**src/rtl/b2a_cgv14.sv**
```systemverilog
// Bit-serial Boolean-to-arithmetic masking converter: x = B0^B1 becomes A0 + A1 = x mod 2^k.
// Optional build macro B2A_CLEAR_EN wipes internal shares and randomness on FINISH -> IDLE.
module b2a_cgv14 #(
    parameter int k = 16
) (
    input  logic         clk_i,
    input  logic         rst_ni,
    input  logic         start_i,
    input  logic [k-1:0] B0_i,
    input  logic [k-1:0] B1_i,
    input  logic [k-1:0] R_i,
    input  logic [k-1:0] Rm_i,
    input  logic [k-2:0] Rxy_i,
    input  logic [k-2:0] Rxc_i,
    input  logic [k-2:0] Ryc_i,
    output logic         busy_o,
    output logic         finish_o,
    output logic [k-1:0] A0_o,
    output logic [k-1:0] A1_o
);
    localparam int CW = (k > 2) ? $clog2(k) : 1;
    localparam logic [CW-1:0] LAST = CW'(k - 2);

    localparam logic [2:0] IDLE   = 3'd0;
    localparam logic [2:0] LOAD   = 3'd1;
    localparam logic [2:0] INIT   = 3'd2;
    localparam logic [2:0] AND1   = 3'd3;
    localparam logic [2:0] AND2   = 3'd4;
    localparam logic [2:0] UNMASK = 3'd5;
    localparam logic [2:0] FINISH = 3'd6;

    logic [2:0]    state_q, state_d;
    logic [CW-1:0] cnt_q, cnt_d;
    logic [k-1:0]  x0_q, x0_d, x1_q, x1_d, y0_q, y0_d, y1_q, y1_d;
    logic [k-1:0]  r_q, r_d, rm_q, rm_d, d0_q, d0_d, d1_q, d1_d;
    logic [k-1:0]  a0_q, a0_d, a1_q, a1_d;
    logic [k-2:0]  rxy_q, rxy_d, rxc_q, rxc_d, ryc_q, ryc_d;
    logic          c0_q, c0_d, c1_q, c1_d;
    // Per-AND cross terms, bit order {xy, xc, yc}.
    logic [2:0]    t00_q, t00_d, t01_q, t01_d, t10_q, t10_d, t11_q, t11_d;
    logic [2:0]    aa0, aa1, bb0, bb1, rr, z0, z1;

    assign aa0 = {x0_q[0], x0_q[0], y0_q[0]};
    assign aa1 = {x1_q[0], x1_q[0], y1_q[0]};
    assign bb0 = {y0_q[0], c0_q, c0_q};
    assign bb1 = {y1_q[0], c1_q, c1_q};
    assign rr  = {rxy_q[0], rxc_q[0], ryc_q[0]};
    assign z0  = t00_q ^ t01_q;
    assign z1  = t11_q ^ t10_q;

    always_comb begin
        state_d = state_q; cnt_d = cnt_q;
        x0_d = x0_q; x1_d = x1_q; y0_d = y0_q; y1_d = y1_q;
        r_d = r_q; rm_d = rm_q; d0_d = d0_q; d1_d = d1_q;
        a0_d = a0_q; a1_d = a1_q;
        rxy_d = rxy_q; rxc_d = rxc_q; ryc_d = ryc_q;
        c0_d = c0_q; c1_d = c1_q;
        t00_d = t00_q; t01_d = t01_q; t10_d = t10_q; t11_d = t11_q;
        case (state_q)
            IDLE: if (start_i) state_d = LOAD;
            LOAD: begin
                x0_d = B0_i; x1_d = B1_i; r_d = R_i; rm_d = Rm_i;
                rxy_d = Rxy_i; rxc_d = Rxc_i; ryc_d = Ryc_i;
                state_d = INIT;
            end
            INIT: begin
                y0_d = ~(r_q ^ rm_q);
                y1_d = rm_q;
                c0_d = 1'b1; c1_d = 1'b0;
                cnt_d = '0; d0_d = '0; d1_d = '0;
                state_d = AND1;
            end
            AND1: begin
                t00_d = aa0 & bb0;
                t01_d = (aa0 & bb1) ^ rr;
                t10_d = (aa1 & bb0) ^ rr;
                t11_d = aa1 & bb1;
                state_d = AND2;
            end
            AND2: begin
                // Sum bits enter at the MSB so D ends up LSB-aligned after k-1 rounds plus the top bit.
                d0_d = {x0_q[0] ^ y0_q[0] ^ c0_q, d0_q[k-1:1]};
                d1_d = {x1_q[0] ^ y1_q[0] ^ c1_q, d1_q[k-1:1]};
                c0_d = ^z0; c1_d = ^z1;
                x0_d = x0_q >> 1; x1_d = x1_q >> 1;
                y0_d = y0_q >> 1; y1_d = y1_q >> 1;
                rxy_d = rxy_q >> 1; rxc_d = rxc_q >> 1; ryc_d = ryc_q >> 1;
                cnt_d = cnt_q + CW'(1);
                state_d = (cnt_q == LAST) ? UNMASK : AND1;
            end
            UNMASK: begin
                a0_d = {x0_q[0] ^ y0_q[0] ^ c0_q ^ x1_q[0] ^ y1_q[0] ^ c1_q,
                        d0_q[k-1:1] ^ d1_q[k-1:1]};
                a1_d = r_q;
                state_d = FINISH;
            end
            FINISH: begin
                state_d = IDLE;
`ifdef B2A_CLEAR_EN
                cnt_d = '0;
                x0_d = '0; x1_d = '0; y0_d = '0; y1_d = '0;
                r_d = '0; rm_d = '0; d0_d = '0; d1_d = '0;
                rxy_d = '0; rxc_d = '0; ryc_d = '0;
                c0_d = 1'b0; c1_d = 1'b0;
                t00_d = '0; t01_d = '0; t10_d = '0; t11_d = '0;
`endif
            end
            default: state_d = IDLE;
        endcase
    end

    always_ff @(posedge clk_i or negedge rst_ni) begin
        if (!rst_ni) begin
            state_q <= IDLE; cnt_q <= '0;
            x0_q <= '0; x1_q <= '0; y0_q <= '0; y1_q <= '0;
            r_q <= '0; rm_q <= '0; d0_q <= '0; d1_q <= '0;
            a0_q <= '0; a1_q <= '0;
            rxy_q <= '0; rxc_q <= '0; ryc_q <= '0;
            c0_q <= 1'b0; c1_q <= 1'b0;
            t00_q <= '0; t01_q <= '0; t10_q <= '0; t11_q <= '0;
        end else begin
            state_q <= state_d; cnt_q <= cnt_d;
            x0_q <= x0_d; x1_q <= x1_d; y0_q <= y0_d; y1_q <= y1_d;
            r_q <= r_d; rm_q <= rm_d; d0_q <= d0_d; d1_q <= d1_d;
            a0_q <= a0_d; a1_q <= a1_d;
            rxy_q <= rxy_d; rxc_q <= rxc_d; ryc_q <= ryc_d;
            c0_q <= c0_d; c1_q <= c1_d;
            t00_q <= t00_d; t01_q <= t01_d; t10_q <= t10_d; t11_q <= t11_d;
        end
    end

    assign busy_o   = (state_q != IDLE);
    assign finish_o = (state_q == FINISH);
    assign A0_o     = a0_q;
    assign A1_o     = a1_q;
endmodule
```
**config.mk**
```make
export PLATFORM = sky130hd
export DESIGN_NAME = b2a_cgv14
export DESIGN_NICKNAME = d
export VERILOG_FILES = /design/src/rtl/b2a_cgv14.sv
export SDC_FILE = /design/constraint.sdc
export NUM_CORES = 1
export LEC_CHECK = 0
export CAP_MARGIN = 20
export CORE_MARGIN = 1
export CORE_UTILIZATION = 54
export DETAILED_ROUTE_END_ITERATION = 16
export PLACE_DENSITY = 0.91
export SYNTH_ARGS = -nofsm -noshare
export SYNTH_HDL_FRONTEND = slang
export SYNTH_SLANG_ARGS = --single-unit
```
**constraint.sdc**
```tcl
create_clock -name clk_i -period 1.7 [get_ports clk_i]
set_input_delay 0.34 -clock clk_i [delete_from_list [all_inputs] [get_ports clk_i]]
set_output_delay 0.34 -clock clk_i [all_outputs]
set_load 0.01 [all_outputs]
```
==> Word-level counts from Yosys, hierarchy flattened <==
Cells that the tools add are included.
{ "word_totals": {"ff_bits": 226, "out_inout_bits": 34, "elab_cells": 69} }
{ "classes": {"addsub": 1, "n_eq_ne": 8, "muxes": 15, "bitwise_logic": 18, "reduce_logical": 6} }
{ "op_table": {"columns": ["op", "n"], "rows": [
  ["$pmux W16 S2", 6],
  ["$pmux W15 S2", 3],
  ["$pmux W3 S6", 1],
  ["$not A16 Y16", 1],
  ["$xor A16 B16 Y16", 1],
  ["$xor A15 B15 Y15", 1],
  ["$and A3 B3 Y3", 4],
  ["$xor A3 B3 Y3", 4],
  ["$eq A3 B3 Y1 const B", 3],
  ["$pmux W4 S2", 1],
  ["$xor A1 B1 Y1", 7],
  ["$eq A3 B2 Y1 const B", 2],
  ["$mux W3", 2],
  ["$reduce_xor A3 Y1", 2],
  ["$add A4 B1 Y4 const B", 1],
  ["$eq A4 B4 Y1 const B", 1],
  ["$pmux W1 S2", 2],
  ["$reduce_bool A2 Y1", 2],
  ["$eq A3 B1 Y1 const B", 1],
  ["$logic_not A3 Y1", 1],
  ["$reduce_bool A3 Y1", 1],
  ["$ne A2 B2 Y1 const B", 1]
]} }

==> Logic depth before layout (Yosys ltp) <==
Gate-level depths: netlist of the first run.
{ "logic_depth": {"word_depth": 5, "mapped_depth": 7} }

==> Worst setup path before layout of the first run <==
Ideal clock, no wire load.
{ "synth_timing": {"kind": "reg-to-reg", "from": "register state_q[1]", "to": "register d0_q[1]", "t_arrival_ns": 1.385, "slack_ns": 0.194, "path_stages_with_launch": 8, "n_path_buf": 4, "synth_period_minus_slack_ns": 1.506, "cell_sequence": "dfrtp_1 > buf_2 > nor3b_1 > buf_2 > nor2_1 > buf_2 > buf_6 > a22o_1"} }
{ "synth_via": {"elab_chain_cells": 2, "elab_cells_between_ends": 4} }
{ "synth_rtl": {"columns": ["item", "line", "source"], "rows": [
  ["start: declaration", "32", "logic [2:0] state_q, state_d;"],
  ["start signal: assignment", "122", "state_q <= state_d; cnt_q <= cnt_d;"],
  ["$eq A3 B3 Y1 / $eq A3 B2 Y1 (equally long branches)", "59", "case (state_q)"],
  ["$pmux W16 S2 / $reduce_bool A2 Y1 (equally long branches)", null, null],
  ["end signal: assignment", "116", "r_q <= '0; rm_q <= '0; d0_q <= '0; d1_q <= '0;"],
  ["end signal: assignment", "124", "r_q <= r_d; rm_q <= rm_d; d0_q <= d0_d; d1_q <= d1_d;"],
  ["end: declaration", "35", "logic [k-1:0] r_q, r_d, rm_q, rm_d, d0_q, d0_d, d1_q, d1_d;"]
]} }
Parallel ways exist; a longest one is shown, timed or not.
A chain may end at the register's enable or synchronous reset.

==> Worst setup path after layout of the first run <==
{ "layout_timing": {"from": "register state_q[1]", "to": "output port busy_o"} }
{ "layout_via": {"elab_chain_cells": 1} }
{ "layout_rtl": {"columns": ["item", "line", "source"], "rows": [
  ["$reduce_bool A3 Y1", "132", "assign busy_o = (state_q != IDLE);"],
  ["end: declaration", "16", "output logic busy_o,"]
]} }
No other way between the ends.

==> results of run 1 <==
cell families (layout without fill, tap and decap cells):
| kind of cell | count (synthesis) | in the layout |
|---|---|---|
| flip-flops | 224 | 224 |
| buffers and inverters | 74 | 238 |
| AND/OR/NAND/NOR | 350 | 350 |
| AO/OA/AOI/OAI | 267 | 267 |
| XOR/XNOR | 49 | 49 |
| adder cells (fa/ha/maj) | 4 | 4 |
| multiplexers | 18 | 18 |
flip-flops by register name, indices dropped and copies added, names as in the netlist, 4 cells and up:
register / flops
A0_o: 16
A1_o: 16
r_q: 16
rm_q: 16
x0_q: 16
x1_q: 16
y0_q: 16
y1_q: 16
d0_q: 15
d1_q: 15
rxc_q: 15
rxy_q: 15
ryc_q: 15
cnt_q: 4
power by group through the flow:
stage,clock network (mW),logic (mW),registers (mW)
after floorplan,0,5.96,8.78
after global placement,0,7.91,9.03
final,4.97,8.80,9.22
after global routing,5.24,9.62,9.41
after detailed placement,0,8.34,9.14
after CTS,5.02,8.45,9.11
timing repair:
| action | in CTS | in global routing |
|---|---|---|
| setup buffers | 3 | 7 |
| endpoints found under the hold margin | 49 | 0 |
| hold buffers | 1 | 0 |
| gates resized for setup | 49 | 16 |
| pin swaps | 0 | 7 |
| cloned | 0 | 1 |
| endpoints found under the setup margin | 39 | 77 |
worst max-delay path by stage:
stage                     slack, ps             endpoint                    from
after global routing           -140               busy_o  state_q[1]$_DFFE_PN0P_
after detailed placement         -9             finish_o  state_q[2]$_DFFE_PN0P_
after floorplan                 190  d0_q[1]$_DFFE_PN0P_  state_q[1]$_DFFE_PN0P_
after CTS                      -100               busy_o  state_q[2]$_DFFE_PN0P_
final                          -120               busy_o  state_q[1]$_DFFE_PN0P_
after global placement          -20             finish_o  state_q[2]$_DFFE_PN0P_
metal layers:
metal,share of wire,wire length (µm),track usage,up-vias
met4,0.041,997,0.1123,0
met3,0.059,1449,0.03393,82
met5,0,0,0,-
met1,0.40,9864,0.3369,3845
li1,-,-,-,3608
met2,0.50,12210,0.4146,356
metrics by stage:
step	util	cells	hold WS (ps)	worst slack (ps)
6_report	0.7147	1375	361.5	-122.4
5_1_grt	0.7147	1375	374.2	-138.6
4_1_cts	0.7071	1367	353.9	-100.5
3_5_place_dp	0.6636	1322	295.8	-9.364
3_3_place_gp	0.6636	1322	293.4	-22.28
2_1_floorplan	-	986	44.41	194.4
Yosys cell counts (all sizes together), types with 3 or more instances:
library cell  instances
nor3b                 5
a21oi               179
a22o                 35
nand2               222
nor2b                 3
xnor2                23
dfrtp               224
clkbuf               25
buf                  47
xor2                 23
mux2                 18
xnor3                 3
o21ai                31
a221o                15
ha                    4
nand3                 3
nor2                106
or3b                  4
final cells by class:
class	count	area, µm²	share of cell area
flip-flops and latches	224	5609	0.4506
multi-input cells	688	3736	0.3001
repair buffers	195	2069	0.1662
clock buffers	33	673.1	0.05408
well taps	225	281.5	0.02262
clock inverters	8	71.32	0.005729
inverters	2	7.507	0.0006031
layout by cell type, fill, tap and decap left out, types with 2 or more instances in the layout:
cell	n
buf_8	4
dfrtp_2	3
inv_1	2
buf_12	17
a22o_1	35
nor3b_4	3
nor3_1	2
xnor3_1	3
clkdlybuf4s50_1	110
xnor2_1	23
buf_4	21
nand3b_1	2
nor3b_1	2
nor2_1	103
clkbuf_1	4
ha_1	4
mux2_2	18
dfrtp_1	221
clkbuf_8	6
nand3_1	3
a21oi_1	179
clkbuf_16	24
or3b_4	3
xor2_1	23
nand2_1	221
clkinv_2	5
o2bb2ai_1	2
buf_6	8
dlygate4sd2_1	32
nor2_2	2
a221o_1	15
nor2b_1	3
o21ai_0	30
==> out/results.txt, run 1 <==
Pint -> 14.50 mW
Post-synthesis sequential area ratio -> 0.5765
Cell depth of the worst setup path -> 2
Max-Cap Viols -> 0
Final setup TNS -> -371.6 ps
Slew Viols, Final -> 0
Drt via density -> 5.739
WP data arrival -> 1480 ps
Proportion of power drawn by combinational gates -> 0.383
Crit path time final -> 1822 ps
Clk Latency, worst-skew pair -> 510 ps
Die X -> 136.2 µm
Drt pass-1 iters -> 5
N_diodes -> 0
Root buf cell -> clkbuf_16
P&R area growth vs syn -> 28.03%
Clk buf depth -> 3
Switching Share -> 0.3692
Grt ovf -> 0
Post-synth EDFFs -> 0
ANT nets after route -> 0
Detail Placement HPWL -> 14.78 mm
Slowest CP cell -> dfrtp_2
Ys flop type -> dfrtp_1
Average size of a mapped cell -> 9.861 µm²
Die Ht -> 136.2 µm
Avg WL per Cell -> 17.83 µm
Outcome -> complete, but fails checks
CTS Buf Count -> 23
Tot Pwr -> 22.99 mW
Die area -> 18550 µm²
CP Launch Type -> register
DRC Markers -> 0
Top-Level Pins -> 146
Rel. slew slack -> 0.7033
Sw power -> 8.488 mW
Final hold vios -> 0
RSZ-0062 raised after global routing -> true
Post-synthesis mux area share -> 0.02085
Power share of the clock group -> 0.216
Async SR Flop Fraction -> 1.000
Clk_skew -> 10.15 ps
Crit path max-delay family -> flip-flops
Total track usage -> 0.2530
Initial Utilization -> 0.5583
Crit-path max FO -> 4
Reg2reg path depth -> 6
Power Density -> 1847 nW/µm²
Post-synthesis cell area -> 9723 µm²
Flop and latch count out of synthesis -> 224
Final WL -> 24.52 mm
Area fraction in compound gates after synthesis -> 0.1607
Largest net degree at the start of global routing -> 77
Post-synth net total -> 1102
Share of power burned in registers -> 0.401
PortBufs -> 145
Worst setup EP type -> output port
Peak Freq -> 548.7 MHz
Kind of critical path -> register to output port
Fin area -> 12450 µm²
Post-layout nets -> 1250
Period utilization -> 1.072
Main combinational cell family by area after synthesis -> compound AO/OA/AOI/OAI gates
Worst r2r src -> state_q[2]$_DFFE_PN0P_
R2R setup slack -> -80 ps
CTS tree -> built
CTS sink cnt -> 224
Synth area leader -> dfrtp_1
Reg clk slew, reported paths -> 60 ps
First-pass GRT wire length -> 37.25 mm
Final setup vio count -> 7
Placed Area -> 11560 µm²
Via Count -> 7891
Failing checks -> negative setup slack
Post-Synth Adder-Cell Area -> 0.005147
Post-Synth XOR/XNOR Area -> 0.04839
Layout cell share with drive strength beyond 1 -> 0.1061
Worst vdd ir -> 0.9578 mV
Least-Margin Pin Slew -> 445.0 ps
Ys Warns -> 0
Leakage power -> 5.882 nW
GPL Wtd Cong -> 0.7828
Data required, critical path -> 1360 ps
Number of fill cells -> 1181
Distinct cells, synth -> 37
HP Class -> input pin to asynchronous set/reset pin
Ranking of synthesized cells by area -> dfrtp_1 58%, a21oi_1 9.2%, nand2_1 8.6%
Yosys top cell area share -> 0.5765
Buf/Inv on CP -> 1
Crit path cell chain -> or3_4, buf_6
Row Count -> 48
Reg2reg end -> ryc_q[2]$_DFFE_PN0P_
Max incr delay on CP -> 450 ps
H-Tree Depth -> 1
Vias in the first global route -> 7618
Cells after Synth -> 986
Final worst slack -> -122.4 ps
Initial DRC count -> 679
Initial antenna violation count -> 0
Core area -> 17420 µm²
Simple-Gate Fraction of Synth Area -> 0.1440
No activity file was read; power rests on OpenSTA's default activity.
==> run 2: changes to the inputs <==
Settings changed: ABC_AREA from default to 1, TNS_END_PERCENT from default to 5.
==> run 2 against run 1 <==
Net effect: the run now ends clean; worst setup slack gained 170 ps; critical path depth is 1 higher; critical path type unchanged; cell area is 0.19% higher; register-to-register slack improved by 160 ps; combinational power decreased by 6.5%; clock power increased by 11%; sequential share of layout area shrank 0.086 points; clock skew is 10 ps higher; cell count increased by 5.0%.
==> out/results.txt, run 2 <==
Drt via density -> 5.504
Initial antenna violation count -> 0
Post-synthesis cell area -> 9786 µm²
Top-Level Pins -> 146
DP Worst Slack -> 96.30 ps
Crit path time final -> 1649 ps
Cells after Synth -> 1062
Drt pass-1 iters -> 5
Final hold slack -> 288.6 ps
H-Tree Depth -> 1
Die area -> 18660 µm²
Placed Area -> 11600 µm²
Final WL -> 23.31 mm
Initial DRC count -> 624
Peak Freq -> 606.5 MHz
Flop and latch count out of synthesis -> 224
Synth area leader -> dfrtp_1
Root buf cell -> clkbuf_16
Period utilization -> 0.9699
CTS sink cnt -> 224
Yosys top cell area share -> 0.5728
Final hold vios -> 0
Worst setup EP type -> output port
CP Launch Type -> register
Total track usage -> 0.2592
WP data arrival -> 1310 ps
Post-Place Cells -> 1394
Average size of a mapped cell -> 9.214 µm²
Final setup TNS -> 0 ps
Slew Viols, Final -> 0
Post-synth EDFFs -> 0
Finished Layout Cells -> 1444
Die X -> 136.6 µm
Most common cell after layout, fill and taps aside -> dfrtp_1
First-pass GRT wire length -> 38.40 mm
CTS tree -> built
Clk buf depth -> 3
Crit path max-delay family -> flip-flops
Data required, critical path -> 1360 ps
P&R area growth vs syn -> 27.45%
Crit path cell chain -> nor2_4, nand2_1, buf_2
Ranking of synthesized cells by area -> dfrtp_1 57%, nand2_1 7.9%, o21ai_1 4.4%
Reg clk slew, reported paths -> 60 ps
Slowest CP cell -> dfrtp_2
Final worst slack -> 51.15 ps
N_diodes -> 0
Layout cell share with drive strength beyond 1 -> 0.08696
GPL Wtd Cong -> 0.7941
Distinct cells, synth -> 27
HP Class -> input pin to asynchronous set/reset pin
RSZ-0062 raised after global routing -> true
Final setup vio count -> 0
Detail Placement HPWL -> 14.64 mm
Outcome -> finished, final reports clean
Fin area -> 12470 µm²
Die Ht -> 136.6 µm
Leakage power -> 5.640 nW
Largest net degree at the start of global routing -> 63
Post-synth net total -> 1178
Avg WL per Cell -> 16.14 µm
ANT nets after route -> 0
Tot Pwr -> 22.68 mW
Row Count -> 48
Rel. slew slack -> 0.6575
DRC Markers -> 0
Post-layout nets -> 1317
Ys flop type -> dfrtp_1
Initial Utilization -> 0.5599
CTS Buf Count -> 24
Grt ovf -> 0
Buf/Inv on CP -> 1
PortBufs -> 145
Max incr delay on CP -> 470 ps
Number of fill cells -> 1202
Power Density -> 1819 nW/µm²
Cell with the most instances after synthesis -> dfrtp_1
Final core occ -> 0.7136
Vias in the first global route -> 8063
Worst vdd ir -> 1.359 mV
Async SR Flop Fraction -> 1.000
Least-Margin Pin Slew -> 512.9 ps
Clk Latency, worst-skew pair -> 520 ps
Via Count -> 7948
Synth top cells by count -> 224 x dfrtp_1, 205 x nand2_1, 115 x inv_1, 87 x o21ai_1, 65 x nor2_1
Core area -> 17480 µm²
Post-synthesis sequential area ratio -> 0.5728
Kind of critical path -> register to output port
Clk_skew -> 20.13 ps
Ys Warns -> 0
Crit-path max FO -> 4
Most frequent cells in the layout -> 221 x dfrtp_1, 204 x nand2_1, 115 x inv_1, 110 x clkdlybuf4s50_1, 87 x o21ai_1
Max-Cap Viols -> 0
-- run 2: cell count changes in the layout (fill, tap and decap cells not counted), moves of 37 or more --
| cell | delta |
|---|---|
| a21oi_1 | -126 |
| inv_1 | +113 |
| o22ai_1 | +37 |
| nor2_1 | -39 |
| o211ai_1 | +56 |
| o21ai_1 | +86 |
-- run 2: cells by family (layout without fill, tap and decap cells) --
kind of cell	after synthesis	after routing	share of synthesized area
and+or+nand+nor	298	298	0.1199
AOI/OAI and AO/OA	293	293	0.1706
DFF	224	224	0.5728
buffers and inverters	186	343	0.07774
xor gates and xnor gates	46	46	0.04117
muxes	11	11	0.01266
adders and majority gates	4	4	0.005115
-- run 2: layout make-up --
| type | count | area (µm²) | share of cell area |
|---|---|---|---|
| inverters | 122 | 462.9 | 0.03712 |
| clock buffers | 34 | 718.2 | 0.05758 |
| well taps | 225 | 281.5 | 0.02257 |
| flip-flops and latches | 224 | 5609 | 0.4497 |
| multi-input cells | 652 | 3447 | 0.2764 |
| repair buffers | 177 | 1812 | 0.1453 |
| clock inverters | 10 | 141.4 | 0.01134 |
-- run 2: timing repair --
action | CTS | global route
pin swaps | 1 | 1
gates resized for setup | 43 | 4
buffers inserted | 3 | 2
setup endpoints to repair | 34 | 26
hold endpoints to repair | 116 | 0
hold buffers | 1 | 0
-- run 2: worst paths after layout --
kind / cells past startpoint / to / startpoint / slack, ps
hold reg to reg: 2 / A0_o[13]$_DFFE_PN0P_ / A0_o[13]$_DFFE_PN0P_ / 490
min in group clk_i: 3 / r_q[9]$_DFFE_PN0P_ / R_i[9] / 390
setup / recovery: 3 / busy_o / state_q[0]$_DFFE_PN0P_ / 50
setup reg to reg: 7 / d1_q[1]$_DFFE_PN0P_ / state_q[0]$_DFFE_PN0P_ / 80
hold / removal: 2 / ryc_q[11]$_DFFE_PN0P_ / rst_ni / 290
max in group asynchronous: 3 / state_q[2]$_DFFE_PN0P_ / rst_ni / 810
-- run 2: report_power, final --
part           switching, mW  internal (mW)
clock                   2.14           3.40
sequential              1.38           7.53
combinational           4.86           3.37
-- run 2: routing by layer --
metal / routed length, µm / track usage / vias to the layer above
met5: 0 / 0 / -
met4: 375 / 0.07099 / 0
met3: 1642 / 0.04704 / 36
met2: 11610 / 0.4430 / 276
met1: 9682 / 0.3388 / 3870
li1: - / - / 3766
==> run 3: changes to the inputs <==
Settings changed: TNS_END_PERCENT 5 to default.
==> run 3 against run 2 <==
Net effect: critical path depth is the same; sequential power hardly changed; sequential share of layout area about the same; cell count stayed put; register-to-register slack improved by 20 ps; non-clock buffer count unchanged; die area did not move; global-route usage rose by 0.14 points; wire length is 0.78% higher; total power increased by 0.14%; combinational power about the same; largest cell class unchanged.
==> out/results.txt, run 3 (synthesized netlist as in run 2, its figures left out) <==
CTS Buf Count -> 24
Die Ht -> 136.6 µm
Row Count -> 48
Leakage power -> 5.638 nW
Max-Cap Viols -> 0
Root buf cell -> clkbuf_16
Number of fill cells -> 1199
First-pass GRT wire length -> 38.55 mm
Peak Freq -> 608.5 MHz
Drt via density -> 5.494
Kind of critical path -> register to output port
Die X -> 136.6 µm
Most common cell after layout, fill and taps aside -> dfrtp_1
HP Class -> input pin to asynchronous set/reset pin
Least-Margin Pin Slew -> 510.6 ps
Initial antenna violation count -> 0
WP data arrival -> 1300 ps
Largest net degree at the start of global routing -> 63
Clk_skew -> 18.25 ps
Clk Latency, worst-skew pair -> 520 ps
Power Density -> 1822 nW/µm²
Outcome -> finished, final reports clean
ANT nets after route -> 0
CTS tree -> built
Fin area -> 12470 µm²
Worst setup EP type -> output port
Slew Viols, Final -> 0
Final setup vio count -> 0
Final hold vios -> 0
Most frequent cells in the layout -> 221 x dfrtp_1, 205 x nand2_1, 115 x inv_1, 110 x clkdlybuf4s50_1, 87 x o21ai_1
DRC Markers -> 0
Final WL -> 23.49 mm
Total track usage -> 0.2606
N_diodes -> 0
Final setup TNS -> 0 ps
Buf/Inv on CP -> 1
RSZ-0062 raised after global routing -> false
Initial DRC count -> 608
Placed Area -> 11600 µm²
Core area -> 17480 µm²
Drt pass-1 iters -> 5
CTS sink cnt -> 224
Crit path time final -> 1643 ps
Rel. slew slack -> 0.6591
P&R area growth vs syn -> 27.40%
Via Count -> 7934
Data required, critical path -> 1360 ps
Initial Utilization -> 0.5599
Crit path cell chain -> nor2_4, nand2_1, buf_2
Clk buf depth -> 3
Post-layout nets -> 1317
GPL Wtd Cong -> 0.7941
Detail Placement HPWL -> 14.64 mm
Grt ovf -> 0
Max incr delay on CP -> 440 ps
Avg WL per Cell -> 16.27 µm
PortBufs -> 145
Crit path max-delay family -> flip-flops
Top-Level Pins -> 146
Slowest CP cell -> dfrtp_2
H-Tree Depth -> 1
Worst vdd ir -> 1.336 mV
Cell depth of the worst setup path -> 3
Reg2reg path depth -> 7
Die area -> 18660 µm²
CP Launch Type -> register
Reg clk slew, reported paths -> 60 ps
Period utilization -> 0.9666
Vias in the first global route -> 8010
Layout cell share with drive strength beyond 1 -> 0.08532
Crit-path max FO -> 4
-- run 3: changes by cell type in the layout (fill, tap and decap cells not counted) --
cell,delta
nand2_2,-1
nor2_1,+1
nor2_2,-1
nand2_1,+1
-- run 3: where the power goes --
part	total [mW]	switching, mW	leakage [nW]	internal [mW]
registers	8.91	1.38	2.77	7.53
logic	8.26	4.89	2.45	3.37
clock network	5.55	2.14	0.421	3.40
-- run 3: worst paths after layout --
path | startpoint | endpoint | slack [ps]
hold reg to reg | A0_o[13]$_DFFE_PN0P_ | A0_o[13]$_DFFE_PN0P_ | 490
setup / recovery | state_q[0]$_DFFE_PN0P_ | busy_o | 60
max in group asynchronous | rst_ni | state_q[0]$_DFFE_PN0P_ | 810
setup reg to reg | state_q[0]$_DFFE_PN0P_ | d0_q[1]$_DFFE_PN0P_ | 100
hold / removal | rst_ni | ryc_q[11]$_DFFE_PN0P_ | 290
min in group clk_i | B0_i[15] | x0_q[15]$_DFFE_PN0P_ | 390
-- run 3: through the flow --
stage	setup WS (ps)	hold slack (ps)	total power [mW]	utilization	std cells
2_1_floorplan	317.0	44.41	14.36	-	1062
3_3_place_gp	155.8	208.6	16.54	0.6637	1394
3_5_place_dp	96.30	206.5	17.06	0.6637	1394
4_1_cts	24.20	271.9	22.73	0.7128	1443
5_1_grt	6.186	302.2	24.24	0.7133	1444
6_report	56.73	286.9	22.71	0.7133	1444
-- run 3: routing by layer --
layer  part of all wire  wire length [µm]  track usage
met2               0.50             11710       0.4456
met5                  0                 0            0
met1               0.41              9668       0.3426
met4              0.017               394      0.06914
met3              0.073              1715      0.04556
-- run 3: worst reg2reg max path, delay by kind of cell, from the launching register on --
kind | cells | cell delay, ps
buf+inv | 2 | 520
simple gates | 4 | 410
compound gates | 1 | 140
flops | 1 | 420
-- run 3: repair_timing --
| item | CTS | global route |
|---|---|---|
| endpoints found under the setup margin | 34 | 23 |
| endpoints found under the hold margin | 116 | 0 |
| buffers inserted | 4 | 1 |
| gates resized for setup | 44 | 1 |
| hold buffers | 1 | 0 |
| pin swaps | 2 | 0 |
-- run 3: final cells by class --
| type | instances | area [µm²] | area share |
|---|---|---|---|
| Clock buffer | 34 | 718.2 | 0.05761 |
| Clock inverter | 10 | 141.4 | 0.01134 |
| Inverter | 122 | 462.9 | 0.03713 |
| Multi-Input combinational cell | 652 | 3442 | 0.2761 |
| Sequential cell | 224 | 5609 | 0.4499 |
| Tap cell | 225 | 281.5 | 0.02258 |
| Timing Repair Buffer | 177 | 1812 | 0.1453 |
